===== src/rtl/pc_fetch_unit.sv =====
// Fetch PC holder: single-outstanding instruction-memory requester feeding the IF/ID buffer.
// Optional misaligned-redirect trap is enabled by defining FETCH_MISALIGN_CHECK_EN.
module pc_fetch_unit #(
  parameter logic [31:0] RESET_PC = 32'h0000_0000,
  parameter logic [31:0] PC_INC   = 32'd4
) (
  input  logic        clk,
  input  logic        rst,
  input  logic        redirect_valid_i,
  input  logic [31:0] redirect_pc_i,
  output logic        imem_req_o,
  output logic [31:0] imem_addr_o,
  input  logic        imem_gnt_i,
  input  logic        imem_rvalid_i,
  input  logic [31:0] imem_rdata_i,
  output logic        if_valid_o,
  input  logic        if_ready_i,
  output logic [31:0] if_pc_o,
  output logic [31:0] if_instr_o,
  output logic        fetch_misalign_o
);

  typedef enum logic [2:0] {
    S_IDLE,
    S_REQ,
    S_WAIT,
    S_HOLD,
    S_TRAP
  } state_t;

  state_t      state_reg, state_next;
  logic [31:0] fetch_pc_reg, fetch_pc_next;
  logic        kill_reg, kill_next;
  logic [31:0] if_pc_reg, if_pc_next;
  logic [31:0] if_instr_reg, if_instr_next;
  logic [31:0] redir_pc;
  logic        redir_misalign;

`ifdef FETCH_MISALIGN_CHECK_EN
  assign redir_pc         = redirect_pc_i;
  assign redir_misalign   = |redirect_pc_i[1:0];
  assign fetch_misalign_o = (state_reg == S_TRAP);
`else
  logic unused_redir_lsbs;
  assign unused_redir_lsbs = ^redirect_pc_i[1:0];
  assign redir_pc          = {redirect_pc_i[31:2], 2'b00};
  assign redir_misalign    = 1'b0;
  assign fetch_misalign_o  = 1'b0;
`endif

  always_comb begin
    state_next    = state_reg;
    fetch_pc_next = fetch_pc_reg;
    kill_next     = kill_reg;
    if_pc_next    = if_pc_reg;
    if_instr_next = if_instr_reg;
    case (state_reg)
      S_IDLE: state_next = S_REQ;
      S_REQ:  if (imem_gnt_i) state_next = S_WAIT;
      S_WAIT: begin
        if (imem_rvalid_i) begin
          kill_next = 1'b0;
          if (kill_reg) begin
            state_next = S_REQ;
          end else if (!redirect_valid_i) begin
            if_pc_next    = fetch_pc_reg;
            if_instr_next = imem_rdata_i;
            state_next    = S_HOLD;
          end
        end
      end
      S_HOLD: begin
        if (if_ready_i) begin
          fetch_pc_next = fetch_pc_reg + PC_INC;
          state_next    = S_REQ;
        end
      end
      S_TRAP: if (imem_rvalid_i) kill_next = 1'b0;
      default: state_next = S_IDLE;
    endcase

    // kill_next here means "a response is still owed to us after this cycle".
    if (redirect_valid_i) begin
      fetch_pc_next = redir_pc;
      case (state_reg)
        S_REQ:   kill_next = imem_gnt_i;
        S_WAIT:  kill_next = !imem_rvalid_i;
        S_TRAP:  kill_next = kill_reg && !imem_rvalid_i;
        default: kill_next = 1'b0;
      endcase
      // Leaving TRAP with a response still owed drains it in WAIT before re-requesting.
      if (redir_misalign)
        state_next = S_TRAP;
      else if (kill_next)
        state_next = S_WAIT;
      else
        state_next = S_REQ;
    end
  end

  always_ff @(posedge clk) begin
    if (rst) begin
      state_reg    <= S_IDLE;
      fetch_pc_reg <= RESET_PC;
      kill_reg     <= 1'b0;
      if_pc_reg    <= 32'h0;
      if_instr_reg <= 32'h0;
    end else begin
      state_reg    <= state_next;
      fetch_pc_reg <= fetch_pc_next;
      kill_reg     <= kill_next;
      if_pc_reg    <= if_pc_next;
      if_instr_reg <= if_instr_next;
    end
  end

  assign imem_req_o  = (state_reg == S_REQ);
  assign imem_addr_o = fetch_pc_reg;
  assign if_valid_o  = (state_reg == S_HOLD);
  assign if_pc_o     = if_pc_reg;
  assign if_instr_o  = if_instr_reg;

endmodule


===== config.mk =====
export PLATFORM = sky130hd
export DESIGN_NAME = pc_fetch_unit
export DESIGN_NICKNAME = d
export VERILOG_FILES = /design/src/rtl/pc_fetch_unit.sv
export SDC_FILE = /design/constraint.sdc
export NUM_CORES = 1
export LEC_CHECK = 0
export CORE_MARGIN = 4
export CORE_UTILIZATION = 45
export CTS_BUF_LIST = sky130_fd_sc_hd__clkbuf_8
export DETAILED_ROUTE_END_ITERATION = 6
export PLACE_DENSITY = 0.9
export REMOVE_ABC_BUFFERS = 1
export SLEW_MARGIN = 30
export SYNTH_ARGS = -nofsm -noshare
export SYNTH_HDL_FRONTEND = slang
export SYNTH_SLANG_ARGS = --single-unit

===== constraint.sdc =====
create_clock -name clk -period 2.1 [get_ports clk]
set_clock_uncertainty 0.05 [all_clocks]
set_input_delay 0.525 -clock clk [delete_from_list [all_inputs] [get_ports clk]]
set_output_delay 0.525 -clock clk [all_outputs]
set_load 0.05 [all_outputs]

==> Yosys cells after proc, flatten, opt, wreduce, memory -nomap -nowiden <==
Cells that the tools add are included.
{ "word_totals": {"output_inout_bits": 99, "mem_bits_rw": 0, "elab_cells": 46, "memories": 0, "in_bits": 70, "latch_bits": 0, "reg_bits": 100, "mem_bits_ro": 0} }
{ "classes": {"n_reduce_logical": 14, "n_addsub": 1, "mul": 0, "muxes": 15, "bitwise_logic": 2, "shifts": 0, "eq_ne": 8, "n_div": 0, "n_lt_le_gt_ge": 0} }
{ "op_table": {"columns": ["cell", "count"], "rows": [
  ["$mux 32", 3],
  ["$add 32x3->32 const B", 1],
  ["$pmux 3 s5", 1],
  ["$mux 3", 4],
  ["$reduce_and 4->1", 2],
  ["$reduce_bool 2->1", 4],
  ["$eq 3x2->1 const B", 2],
  ["$ne 3x2->1 const B", 2],
  ["$reduce_and 2->1", 3],
  ["$mux 1", 4],
  ["$mux 2", 2],
  ["$reduce_or 2->1", 2],
  ["$eq 3x1->1 const B", 1],
  ["$eq 3x3->1 const B", 1],
  ["$logic_not 3->1", 1],
  ["$ne 3x3->1 const B", 1],
  ["$pmux 1 s3", 1],
  ["$ne 2x2->1 const B", 1],
  ["$not 1->1", 2],
  ["$logic_and 1x1->1", 1],
  ["$logic_not 1->1", 1]
]} }

==> Longest topological paths before layout <==
{ "logic_depth": {"word_depth": 6, "mapped_depth": 8, "mapped_depth_nobuf": 6} }

==> Least setup slack after synthesis <==
OpenSTA, ideal clock, no wires.
{ "synth_timing": {"path_kind": "reg2reg", "start": "register state_reg[0]", "end": "register fetch_pc_reg[30] (netlist: imem_addr_o[30])", "period_less_slack_ps": 2311, "t_required_ps": 1959, "arrival_time_ps": 2170, "stages_incl_launch_ff": 6, "setup_time_ps": 91, "path_buffers": 0, "path_slack_ps": -211, "path_cell_list": "dfxtp_1 -> ha_1 -> and3_1 -> nand3_1 -> or4_1 -> a311oi_1"} }
{ "synth_between": {"elab_chain_len": 3} }
{ "synth_lines": {"columns": ["item", "line", "text"], "rows": [
  ["start: declaration", "31", "state_t state_reg, state_next;"],
  ["start signal: assignment", "109", "state_reg <= state_next;"],
  ["$eq 3x2->1", null, null],
  ["via if_valid_o", "16", "output logic if_valid_o,"],
  ["$reduce_bool 2->1 (no source line)", null, null],
  ["$reduce_and 2->1 (no source line)", null, null],
  ["end signal: assignment", "110", "fetch_pc_reg <= fetch_pc_next;"],
  ["end: declaration", "32", "logic [31:0] fetch_pc_reg, fetch_pc_next;"]
]} }
The timed path passes the listed nets, and every way through them passes these cells.
A chain may end at the register's enable or synchronous reset.

==> Worst setup path in the final report <==
{ "layout_timing": {"start": "register if_instr_reg[12] (netlist: if_instr_o[12])", "end": "output port if_instr_o[12]"} }
{ "layout_rtl": {"columns": ["item", "line", "text"], "rows": [
  ["start: declaration", "35", "logic [31:0] if_instr_reg, if_instr_next;"],
  ["start signal: assignment", "113", "if_instr_reg <= if_instr_next;"],
  ["end: declaration", "19", "output logic [31:0] if_instr_o,"]
]} }
No word-level cell between the ends.

==> metrics.md <==
| Metric | Value |
|---|---|
| Dpl cell area | 6150 um^2 |
| Pwr dens | 627 nW/um^2 |
| Die Wd | 105 um |
| Total congestion overflow | 0 |
| Hold Path Origin | if_pc_o[10] |
| Global-route wire length before repair | 21900 um |
| Detail Route Antenna Nets | 0 |
| Crit path DAT | 1.49 ns |
| Critical Path Source | if_instr_o[12] |
| N_diodes | 0 |
| Rel. slew slack | 0.648 |
| Largest area contributor in the netlist | dfxtp_1 |
| Unique masters post-synth | 52 |
| Synthesized cell area | 4220 um^2 |
| Initial antenna violation count | 0 |
| Final Setup Violations | 0 |
| NumNets Final | 797 |
| Number of max-cap violations | 0 |
| Final Total Pwr | 4.04 mW |
| Post-Synthesis Cells | 537 |
| Multi-input logic area | 2140 um^2 |
| Ys async rst share | 0 |
| # fillers | 716 |
| Final wirelength | 13700 um |
| Critical path's top delay family | buffers and inverters |
| Prevailing post-synth register cell | dfxtp_1 |
| Tcrit/Tclk final | 0.984 |
| HPWL after detailed placement | 10000 um |
| I/O pins | 169 |
| Synth top area share | 0.450 |
| Total Negative Setup Slacks | 0 ns |
| Max Fclk | 0.484 GHz |
| Non-Filler Instances | 837 |
| Post-synth EDFFs | 0 |
| CTS tree | built |
| Die height | 105 um |
| Dpl cells | 821 |
| Vias in the first global route | 4468 |
| Crit Path Max Fanout | 2 |
| Worst-path cell chain | clkdlybuf4s50_1 |
| First-pass DRT Iterations | 5 |
| Hold Path Class | reg -> reg |
| Clock sinks | 95 |
| Min Hold Slack | 0.405 ns |
| Crit path time final | 2.07 ns |
| Leakage power | 2.99 nW |
| First DRT Iteration DRCs | 322 |
| Final Cell Area | 6440 um^2 |
| Worst setup SP type | flip-flop |
| Seq cells post-synth | 95 |
| Syn. warnings | 0 |
| Synth top area cells | dfxtp_1, nand2_1, a21oi_1 |
| CTS Buffer Depth | 2 |
| Via density per instance | 5.55 |
| Slew @ Worst Pin | 0.528 ns |
| Post-synth top cells | nand2_1, dfxtp_1, a21oi_1 |
| CTS Root Cell | clkbuf_8 |
| Residual DRC | 0 |
| Count leader, synth | nand2_1 |
| Worst setup margin | 0.0327 ns |
| Crit. End Element | output pin |
| Place WS | -0.310 ns |
| PortBufs | 161 |
| All-layer global routing usage | 0.241 |
| Worst VDD drop | 0.447 mV |
| Avg Inst Size Synth | 7.87 um^2 |
| Largest register FFs | 32 |
| H-tree depth | 3 |
| Endpoints failing hold | 0 |
| Seq/Total Area, Yosys | 0.450 |
| Routability cong. | 0.926 |
| Required @ worst endpoint | 1.52 ns |
| Wire length per cell | 16.4 um |
| Worst-Skew Late Latency | 0.36 ns |
| Full die area | 11000 um^2 |
| Largest net degree at the start of global routing | 48 |
| Final Core Density | 0.701 |
| Row cnt | 35 |
| DR vias | 4643 |
| Reg area | 1900 um^2 |
| Slowest-stage cell, CP | clkdlybuf4s50_1 |
| Critical path type | reg -> out |
| Status | finished, final reports clean |
| P&R area growth vs syn | 52.6% |
| Fraction of layout cells with a size suffix above 1 | 0.165 |
| Clock-pin transition on the worst setup and hold timing paths | 0.09 ns |
| Max Slew Vio Count | 0 |
| Cts hold-fix bufs | 0 |
| Num CTS Buffers | 9 |
| Buf/Inv on CP | 1 |
| Initial Utilization | 0.459 |
| CP max stage delay | 0.80 ns |
| Area of the core | 9200 um^2 |
| FF-to-FF Start | imem_addr_o[13] |
## worst paths after layout
path	endpoint	slack, ns	cells past startpoint
worst max-delay path	if_instr_o[12]	0.03	1
worst min-delay path	if_pc_o[10]	0.41	2
worst max register to register	imem_addr_o[18]	0.10	4
worst min register to register	if_pc_o[10]	0.41	2
## cell families (layout without fill, tap and decap cells)
| logic type | after synthesis | after routing | share of synthesized area |
|---|---|---|---|
| xor gates and xnor gates | 10 | 10 | 0.0207 |
| other | 1 | 5 | 0.000888 |
| DFF | 95 | 95 | 0.450 |
| adders and majority gates | 5 | 5 | 0.0148 |
| buffers and inverters | 50 | 235 | 0.0530 |
| and+or+nand+nor | 254 | 254 | 0.286 |
| AOI/OAI and AO/OA | 122 | 122 | 0.174 |
## report_power, final
part,internal [mW],switching (mW),total (mW)
clock,0.673,0.654,1.33
sequential,1.86,0.0659,1.93
combinational,0.324,0.465,0.789
total,2.86,1.19,4.04
## layout by cell type, fill, tap and decap left out, types with 3 or more instances in the layout
cell type	synthesis	layout
nand3_1	14	12
dlymetal6s2s_1	0	30
and2_1	5	5
nand4_1	12	12
o21ai_0	9	9
or3_1	4	3
nor2_1	24	24
nand2b_1	3	3
a211oi_1	9	9
conb_1	1	5
dfxtp_1	95	95
inv_1	8	8
o221ai_1	3	3
nor2b_1	3	3
ha_1	5	4
xor2_1	5	5
and3_1	7	7
clkdlybuf4s50_1	0	67
o31ai_1	6	6
a2111oi_0	3	3
and4_1	4	4
buf_12	0	6
buf_4	5	82
a21oi_1	68	68
xnor2_1	5	5
dlygate4sd2_1	0	26
a311oi_1	9	9
nor4_1	5	3
nand2_1	146	146
clkbuf_8	0	9
or4_1	6	6
nor3_1	7	6
a31oi_1	8	8
## layout make-up
type                    instances  share of cell area
flip-flops and latches         95               0.295
multi-input cells             396               0.333
inverters                       9             0.00524
clock inverters                 6              0.0144
repair buffers                211               0.312
well taps                     111              0.0215
clock buffers                   9              0.0192
## layer usage
metal / track usage / share of wire
met1: 0.301 / 0.41
met2: 0.413 / 0.50
met3: 0.0513 / 0.065
met4: 0.0759 / 0.021
met5: 0 / 0
## worst reg2reg max path: cells and delay by family, from the launching register on
family	cells	cell delay [ns]
flops	1	0.34
simple gates	3	1.19
compound gates	1	0.31
## what timing repair did
action	CTS	global route
buffers inserted	0	1
gates resized for setup	26	35
setup endpoints to repair	26	36
pin swaps	0	1
No activity file was read; power rests on OpenSTA's default activity.
